## src/rtl/sub_16bit_serial.sv

```systemverilog
// rtl/sub_16bit_serial.sv - bit-serial unsigned subtractor with borrow-in/out, LSB first
module sub_16bit_serial #(
  parameter int WIDTH = 16
) (
  input  logic             clk,
  input  logic             rst,
  input  logic             start,
  input  logic [WIDTH-1:0] a,
  input  logic [WIDTH-1:0] b,
  input  logic             b_in,
  output logic             busy,
  output logic             done,
  output logic [WIDTH-1:0] diff,
  output logic             b_out,
  output logic             zero
);

  localparam int CW = (WIDTH > 1) ? $clog2(WIDTH) : 1;
  localparam logic [CW-1:0] LAST = CW'(WIDTH - 1);

  typedef enum logic [1:0] {
    IDLE = 2'd0,
    RUN  = 2'd1,
    DONE = 2'd2
  } state_t;

  state_t           state;
  state_t           state_next;
  logic             accept;
  logic             last_bit;
  logic             d_bit;
  logic             br_next;
  logic [WIDTH-1:0] diff_next;
  logic [WIDTH-1:0] a_sr;
  logic [WIDTH-1:0] b_sr;
  logic             br;
  logic [CW-1:0]    cnt;

  // one full-subtractor cell applied to the current LSBs of the operand shifters
  always_comb begin
    d_bit     = a_sr[0] ^ b_sr[0] ^ br;
    br_next   = (~a_sr[0] & b_sr[0]) | (~(a_sr[0] ^ b_sr[0]) & br);
    diff_next = {d_bit, diff[WIDTH-1:1]};
    last_bit  = (cnt == LAST);
  end

  // state register
  always_ff @(posedge clk or posedge rst) begin
    if (rst) begin
      state <= IDLE;
    end else begin
      state <= state_next;
    end
  end

  // next-state and accept decode; the DONE->IDLE edge doubles as an accept
  // slot so that a continuously held start yields one result every WIDTH+1 cycles
  always_comb begin
    state_next = state;
    accept     = 1'b0;
    case (state)
      IDLE: begin
        if (start) begin
          accept     = 1'b1;
          state_next = RUN;
        end
      end
      RUN: begin
        if (last_bit) begin
          state_next = DONE;
        end
      end
      DONE: begin
        if (start) begin
          accept     = 1'b1;
          state_next = RUN;
        end else begin
          state_next = IDLE;
        end
      end
      default: state_next = IDLE;
    endcase
  end

  // status flags registered from the next state so they line up with the transition edge
  always_ff @(posedge clk or posedge rst) begin
    if (rst) begin
      busy <= 1'b0;
      done <= 1'b0;
    end else begin
      busy <= (state_next == RUN);
      done <= (state_next == DONE);
    end
  end

  // operand capture, bit-serial shifting and final result flags
  always_ff @(posedge clk or posedge rst) begin
    if (rst) begin
      a_sr  <= '0;
      b_sr  <= '0;
      br    <= 1'b0;
      cnt   <= '0;
      diff  <= '0;
      b_out <= 1'b0;
      zero  <= 1'b0;
    end else if (accept) begin
      a_sr <= a;
      b_sr <= b;
      br   <= b_in;
      cnt  <= '0;
    end else if (state == RUN) begin
      a_sr <= a_sr >> 1;
      b_sr <= b_sr >> 1;
      br   <= br_next;
      diff <= diff_next;
      cnt  <= cnt + CW'(1);
      if (last_bit) begin
        b_out <= br_next;
        zero  <= (diff_next == '0);
      end
    end
  end

endmodule

```

## config.mk

```make
export PLATFORM = sky130hd
export DESIGN_NAME = sub_16bit_serial
export DESIGN_NICKNAME = d
export VERILOG_FILES = /design/src/rtl/sub_16bit_serial.sv
export SDC_FILE = /design/constraint.sdc
export NUM_CORES = 1
export LEC_CHECK = 0
export BUFFER_PORTS_ARGS = -buffer_cell sky130_fd_sc_hd__buf_4
export CAP_MARGIN = 0
export CELL_PAD_IN_SITES_DETAIL_PLACEMENT = 2
export CELL_PAD_IN_SITES_GLOBAL_PLACEMENT = 2
export CORE_MARGIN = 4
export CORE_UTILIZATION = 34
export CTS_BUF_LIST = sky130_fd_sc_hd__clkbuf_4 sky130_fd_sc_hd__clkbuf_8 sky130_fd_sc_hd__clkbuf_16
export DETAILED_ROUTE_END_ITERATION = 7
export PLACE_DENSITY = 0.77
export RECOVER_POWER = 100
export SYNTH_ARGS = -nofsm -noshare
export SYNTH_HDL_FRONTEND = slang
export SYNTH_SLANG_ARGS = --single-unit
```

## constraint.sdc

```tcl
create_clock -name clk -period 1.6 [get_ports clk]
set_input_delay 0 -clock clk [delete_from_list [all_inputs] [get_ports clk]]
set_output_delay 0 -clock clk [all_outputs]
set_load 0.1 [all_outputs]
```

======== After elaboration in Yosys (flattened, before gate mapping) ========
Index checks and enable logic that the tools add are counted.
operators by class
  $add $sub $neg .......................... 1
  multiply operators ...................... 0
  divide/modulo/power cells ............... 0
  order comparisons ....................... 0
  equality and inequality tests ........... 5
  shift operators ......................... 0
  muxes and demuxes ....................... 14
  bitwise gates (word level) .............. 8
  reduce and logical (&&, ||, !) cells .... 6
operators with widths
  operator             number
  $mux 16              4
  $logic_not 16->1     1
  $mux 4               2
  $pmux 2 s3           1
  $mux 1               5
  $add 4x1->4 const B  1
  $eq 2x1->1 const B   2
  $eq 2x2->1 const B   2
  $eq 4x4->1 const B   1
  $mux 2               2
  $not 1->1            3
  $reduce_and 3->1     1
  $and 1x1->1          2
  $logic_not 2->1      1
  $reduce_and 2->1     1
  $reduce_bool 2->1    1
  $reduce_or 2->1      1
  $xor 1x1->1          2
  $or 1x1->1           1
word-level totals
  flip-flop bits (word level) ............. 59
  latch bits .............................. 0
  memory bits (writable) .................. 0
  ROM bits ................................ 0
  input port bits ......................... 36
  output and inout bits ................... 20
  word-level logic and storage cells ...... 44
  memories kept ........................... 0

======== Logic depth before layout (Yosys ltp) ========
Gate-level depths: netlist of run 1.
  depth after elaboration ................. 6
  depth in mapped cells ................... 6
  gate-level depth less buffers ........... 5

======== Least setup slack after synthesis of run 1 ========
No wires, ideal clock.
  path kind ............................... reg2reg
  start ................................... reg diff[6]
  end ..................................... reg zero
  library setup time ...................... 0.083 ns
  arrival time ............................ 1.352 ns
  required time ........................... 1.517 ns
  setup slack ............................. 0.165 ns
  stages on the path, launching flop included .. 4
  path buffers ............................ 0
  period minus slack after synthesis ...... 1.435 ns
  path through ............................ dfrtp_1 > nor4_1 > nand4_1 > o21ai_0
between the ends
  word-level cells in the longest chain between the ends .. 1
RTL lines
  element                   RTL line  source
  start: declaration        13        output logic [WIDTH-1:0] diff,
  start signal: assignment  115       diff <= diff_next;
  $logic_not 16->1          119       zero <= (diff_next == '0);
  end signal: assignment    119
  end: declaration          15        output logic zero
No other way between the ends.
A chain may end at the register's enable or synchronous reset.

======== Worst setup path in the final report of run 1 ========
  start ................................... reg state[0]
  end ..................................... reg cnt[1]
between the ends
  word-level cells in the longest chain between the ends .. 4
  elaborated cells on any way between the ends .. 7
  classes of those cells .................. 2 x eq/ne; 2 x mux; 3 x reduce/logical
RTL lines
  element                                        RTL line  source
  start: declaration                             27        state_t state;
  start signal: assignment                       52        state <= state_next;
  $eq 2x2->1 or $logic_not 2->1 (tied branches)  61        case (state)
  $reduce_or 2->1 (no source line)               -
  $mux 1                                         -
  $mux 4 or $reduce_bool 2->1 (tied branches)    -
  end signal: assignment                         116       cnt <= cnt + CW'(1);
  end: declaration                               37        logic [CW-1:0] cnt;
Several ways; a longest one is shown, not always the timed one.

==> impl_metrics.ini, run 1 <==
[hold_path]
hold_start = a[6]
min-delay-path-class = primary input to register

[floorplanning]
die_h_um = 93.8
die_w_um = 93.8
rows = 31
fp.coreArea_sq_um = 7210
io_pins = 56
dieArea_sq_um = 8800
start_util = 0.347

[synthesis]
synth.mux.area_fraction = 0.00850
synth_xor_area_frac = 0
synth_top_area_frac = 0.590
netlist_area_sq_um = 2500
synth_cell_type_count = 27
seq_area_frac_synth = 0.590
synth_top_family_by_area = compound AO/OA/AOI/OAI gates
synth-adder-area-share = 0.0130
ys_ff_latch = 59
yosysWarnings = 0
synth.area.top_cells = dfrtp_1, a22o_1, a21o_1
syn_inst = 219
synth-simple-area-share = 0.112
synth_top_cell_by_area = dfrtp_1
syn_area_per_cell_sq_um = 11.4
synth_fp_nets = 257
synth_compound_area_frac = 0.228

[clock_network]
numCtsBuffers = 9
post_cts_buffers = 0
clk_pin_slew_ns = 0.07
clock-sinks = 59
cts_max_level = 3
clockBufferDepth = 2
cts_tree = built
clk_latency_ns = 0.33
cts_root_buf = clkbuf_8

[routing]
ant_nets = 0
vias = 2099
drtIter0Drc = 63
wl_per_cell_um = 18.1
wirelength_um = 7510
remaining_drc_errors = 0
drt_pass1_iterations = 3
viasPerCell = 5.06

[setup_path]
worst_ep_arrival_time_ns = 1.75
path_max_fanout = 17
r2r_end = cnt[1]$_DFFE_PP0P_
crit_path_start_kind = register
r2r-start = state[0]$_DFF_PP0_
endpoint = cnt[1]$_DFFE_PP0P_
ff2ff_setup_slack_ns = 0.11
worstRegToRegCells = 3
required_ns = 1.87
worstSetupEndpointType = register
crit_start = state[0]$_DFF_PP0_
path_class = register to register

[global_routing]
grt_max_degree = 60
grt_pass1_vias = 2273
gr-total-overflow = 0
grtUsageTotal = 0.179
antenna_found_initial = 0
grt_pass1_wl_um = 12000

[finish]
fillers = 753
final_common_cell = dfrtp_1
drive_gt1_frac = 0.269
syn_to_final_growth_pct = 39.5
fin_util = 0.484
final_cells = 415
final_cell_mix = dfrtp_1, nand2_1, buf_4, a22o_1, dlygate4sd3_1
fin_area_sq_um = 3490
diodes = 0
nets = 349

[run]
maxCapViolCount = 0

[pwr]
max-vdd-ir-drop_uv = 659
p_int_w = 0.00423
sw_frac_of_total = 0.489
switchingPower_w = 0.00404
power_w = 0.00827
clkPwrFrac = 0.163
seqPwrFrac = 0.325
p_per_area_nw_per_um2 = 2370
leakagePower_nw = 1.90
combPwrFrac = 0.512

[placed_design]
port_buffers = 55
placedCellCount = 365
hpwl_um = 4090
place.gp.congestion = 0.735
placed_area_sq_um = 3020

[timing]
slew_viol_final = 0
setup_viol = 0
finClkSkew_ns = 0.00767
slew_headroom = 0.456
max_clock_freq_mhz = 673
period_share = 0.928
rsz0062_at_grt = false
hold_viol_final = 0
worstMarginPinSlew_ns = 0.814
tns_ns = 0
min_period_ns = 1.49

[outcome]
status = finished clean
[metal layers]
metal  track usage  part of all wire  vias up  wire length [um]
met5             0                 0        -                 0
met4        0.0397            0.0076        0                57
met3        0.0409             0.039        7               291
met2         0.302              0.50       54              3730
met1         0.234              0.46     1079              3430
li1              -                 -      959                 -
[synthesized netlist by cell type]
master	n
nand2b_1	1
a221o_1	2
o21ai_0	5
nor2b_1	2
dfrtp_1	59
nand3_1	2
a21o_1	31
buf_4	2
nand4_1	1
or3_1	1
nor3_1	1
buf_2	6
or2_2	1
inv_1	5
nor2b_2	1
buf_6	4
nor4_1	4
mux2i_1	1
nand2_1	48
ha_1	1
mux2_2	1
nor2_1	1
clkbuf_1	3
nor2_4	1
fa_1	1
a22o_1	33
a21oi_1	1
[worst min path at each step]
| stage | endpoint | slack (ns) | depth (start not counted) |
|---|---|---|---|
| after detailed placement | diff[13]$_DFFE_PP0P_ | 0.10 | 3 |
| after global placement | diff[13]$_DFFE_PP0P_ | 0.1 | 3 |
| final | a_sr[6]$_DFFE_PP0P_ | 0.03 | 3 |
| after CTS | a_sr[6]$_DFFE_PP0P_ | 0.03 | 3 |
| after floorplan | a_sr[15]$_DFFE_PP0P_ | 0.14 | 1 |
| after global routing | a_sr[6]$_DFFE_PP0P_ | 0.02 | 3 |
[cells by family after synthesis]
| kind of cell | Yosys count |
|---|---|
| multiplexers | 2 |
| flip-flops | 59 |
| AO/OA/AOI/OAI | 72 |
| AND/OR/NAND/NOR | 64 |
| buffers and inverters | 20 |
| adder cells (fa/ha/maj) | 2 |
[final cells by class]
class                   instances  area (sq um)  area share
clock buffers                  15           194      0.0555
clock inverters                 1          5.00     0.00143
inverters                       5          18.8     0.00537
multi-input cells             141           927       0.265
flip-flops and latches         59          1480       0.423
well taps                      99           124      0.0355
repair buffers                 95           748       0.214
[worst max-delay path, cell delays in order, from the launching register on]
cell     delay (ns)
dfrtp_1        0.40
nor2b_4        0.16
nor2_2         0.63
a22o_1         0.23
[flip-flops by register name, summed over array words and instances, names as in the netlist]
register,count
a_sr,16
cnt,4
state,2
busy,1
br,1
diff,16
b_out,1
done,1
b_sr,16
zero,1
[power groups by stage]
stage | clock [W] | combinational, W | sequential, W
floorplan | 0 | 0.00186 | 0.00408
global placement | 0 | 0.00410 | 0.00265
detailed placement | 0 | 0.00423 | 0.00268
CTS | 0.00138 | 0.00432 | 0.00266
global route | 0.00147 | 0.00455 | 0.00279
finish | 0.00135 | 0.00424 | 0.00269
[repair_timing]
| action | CTS | global route |
|---|---|---|
| setup endpoints to repair | 0 | 20 |
| hold buffers | 33 | 0 |
| gates resized for setup | 0 | 2 |
| hold endpoints to repair | 91 | 0 |
[per-stage QoR]
| stage | worst slack, ns | hold slack [ns] |
|---|---|---|
| after detailed placement | 0.0608 | 0.100 |
| after global routing | 0.0222 | 0.0217 |
| after global placement | 0.0935 | 0.0981 |
| after floorplan | 0.144 | 0.140 |
| after CTS | 0.0402 | 0.0286 |
| final | 0.114 | 0.0314 |
Note: power is estimated with default switching activity, not from simulation.
==> run 2, diff against run 1 <==
CORE_UTILIZATION = 36   (was 34)
CTS_BUF_LIST = sky130_fd_sc_hd__clkbuf_4   (was sky130_fd_sc_hd__clkbuf_4 sky130_fd_sc_hd__clkbuf_8 sky130_fd_sc_hd__clkbuf_16)
PLACE_DENSITY = 0.81   (was 0.77)
==> run 2 against run 1 <==
First-iteration DRC count is 29% higher; combinational power grew 0.9%; die area shrank 5.1%; cell count decreased by 3.9%; register-to-register slack lost 0.03 ns; clock-buffer cell count decreased by 3.
==> impl_metrics.ini, run 2 (synthesis gave the netlist of run 1 again) <==
[routing]
wl_per_cell_um = 20.5
drtIter0Drc = 81
viasPerCell = 5.39
drt_pass1_iterations = 6
wirelength_um = 8190
ant_nets = 0
remaining_drc_errors = 0
vias = 2150

[setup_path]
worst_path_max_delay_cell = nor2_2
path_class = register to register
required_ns = 1.94
worstSetupEndpointType = register
crit_path_cell_trace = nor2b_4 > nor2_2 > a21o_1
crit_path_start_kind = register
crit_start = state[0]$_DFF_PP0_
r2r_end = a_sr[14]$_DFFE_PP0P_
r2r-start = state[0]$_DFF_PP0_
worstRegToRegCells = 3
ff2ff_setup_slack_ns = 0.08
slowest_delay_ns = 0.59
worst_ep_arrival_time_ns = 1.86
path_max_fanout = 17

[timing]
tns_ns = 0
hold_ws_ns = 0.358
finClkSkew_ns = 0.0263
worstMarginPinSlew_ns = 0.817
slew_viol_final = 0
max_clock_freq_mhz = 659
setup_viol = 0
period_share = 0.948
min_period_ns = 1.52
rsz0062_at_grt = true
hold_viol_final = 0
slew_headroom = 0.455

[clock_network]
clock-sinks = 59
cts_tree = built
clk_pin_slew_ns = 0.11
numCtsBuffers = 9
cts_root_buf = clkbuf_4
cts_max_level = 3
clk_latency_ns = 0.42
clockBufferDepth = 2

[global_routing]
antenna_found_initial = 0
grt_max_degree = 60
grt_pass1_wl_um = 13100
gr-total-overflow = 0
grtUsageTotal = 0.207
grt_pass1_vias = 2449

[finish]
diodes = 0
syn_to_final_growth_pct = 36.2
drive_gt1_frac = 0.263
fillers = 686
fin_area_sq_um = 3410
final_cells = 399
fin_util = 0.505
nets = 352
reg_top3 = a_sr: 16 flops, b_sr: 16 flops, diff: 16 flops
final_cell_mix = dfrtp_1, nand2_1, buf_4, dlygate4sd3_1, a22o_1
final_common_cell = dfrtp_1

[floorplanning]
die_w_um = 91.4
start_util = 0.371
die_h_um = 91.4
rows = 30
fp.coreArea_sq_um = 6760
io_pins = 56
dieArea_sq_um = 8350

[placed_design]
placed_area_sq_um = 3000
port_buffers = 55
place.gp.congestion = 0.734
hpwl_um = 4170
placedCellCount = 347

[hold_path]
whs_endpoint = b_sr[15]$_DFFE_PP0P_
hold_start = b[15]
hold-path-cell-count = 3
min-delay-path-class = primary input to register

[pwr]
p_per_area_nw_per_um2 = 2330
max-vdd-ir-drop_uv = 658
leakagePower_nw = 1.88

[run]
maxCapViolCount = 0

[outcome]
status = finished clean
[run 2: cell count changes in the layout (fill, tap and decap cells not counted), sizes merged]
cell and delta:
buf +3, clkbuf -5, clkinv +3, dlygate4sd3 +2
[run 2: critical path, delay by kind of cell, from the launching register on]
| kind | cells | cell delay, ns |
|---|---|---|
| compound gates | 1 | 0.22 |
| flops | 1 | 0.46 |
| simple gates | 2 | 0.78 |
[run 2: layout make-up]
class	instances	area [sq um]	area share
sequential	59	1480	0.433
multi-input combinational	141	931	0.273
timing repair buffer	98	777	0.228
tap	80	100	0.0293
clock buffer	12	90.1	0.0264
inverter	5	18.8	0.00550
clock inverter	4	17.5	0.00514
[run 2: worst max path at each step]
stage | slack [ns] | endpoint
floorplan | 0.14 | a_sr[0]$_DFFE_PP0P_
global placement | 0.1 | cnt[0]$_DFFE_PP0P_
detailed placement | 0.08 | cnt[0]$_DFFE_PP0P_
CTS | 0.05 | cnt[0]$_DFFE_PP0P_
global route | -0.01 | a_sr[7]$_DFFE_PP0P_
finish | 0.08 | a_sr[14]$_DFFE_PP0P_
[run 2: power breakdown]
| part | internal, W | switching [W] |
|---|---|---|
| sequential | 0.00216 | 0.000566 |
| combinational | 0.00132 | 0.00297 |
| clock | 0.000358 | 0.000578 |
| total | 0.00384 | 0.00411 |
[run 2: routing by layer]
layer / vias up / routed length (um) / global-route usage
met1: 1113 / 3260 / 0.232
li1: 964 / - / -
met5: - / 0 / 0
met4: 0 / 197 / 0.0930
met2: 57 / 4450 / 0.372
met3: 16 / 277 / 0.0439
[run 2: metrics by stage]
step           setup WS (ns)  power [W]
5_1_grt              -0.0136    0.00844
3_5_place_dp          0.0766    0.00689
4_1_cts               0.0505    0.00786
2_1_floorplan          0.144    0.00594
6_report              0.0834    0.00795
3_3_place_gp          0.0954    0.00673
[run 2: what timing repair did]
item,in CTS,in global routing
hold endpoints to repair,92,1
gates resized for setup,0,4
hold buffers,34,1
buffers inserted,0,0
endpoints found under the setup margin,0,34
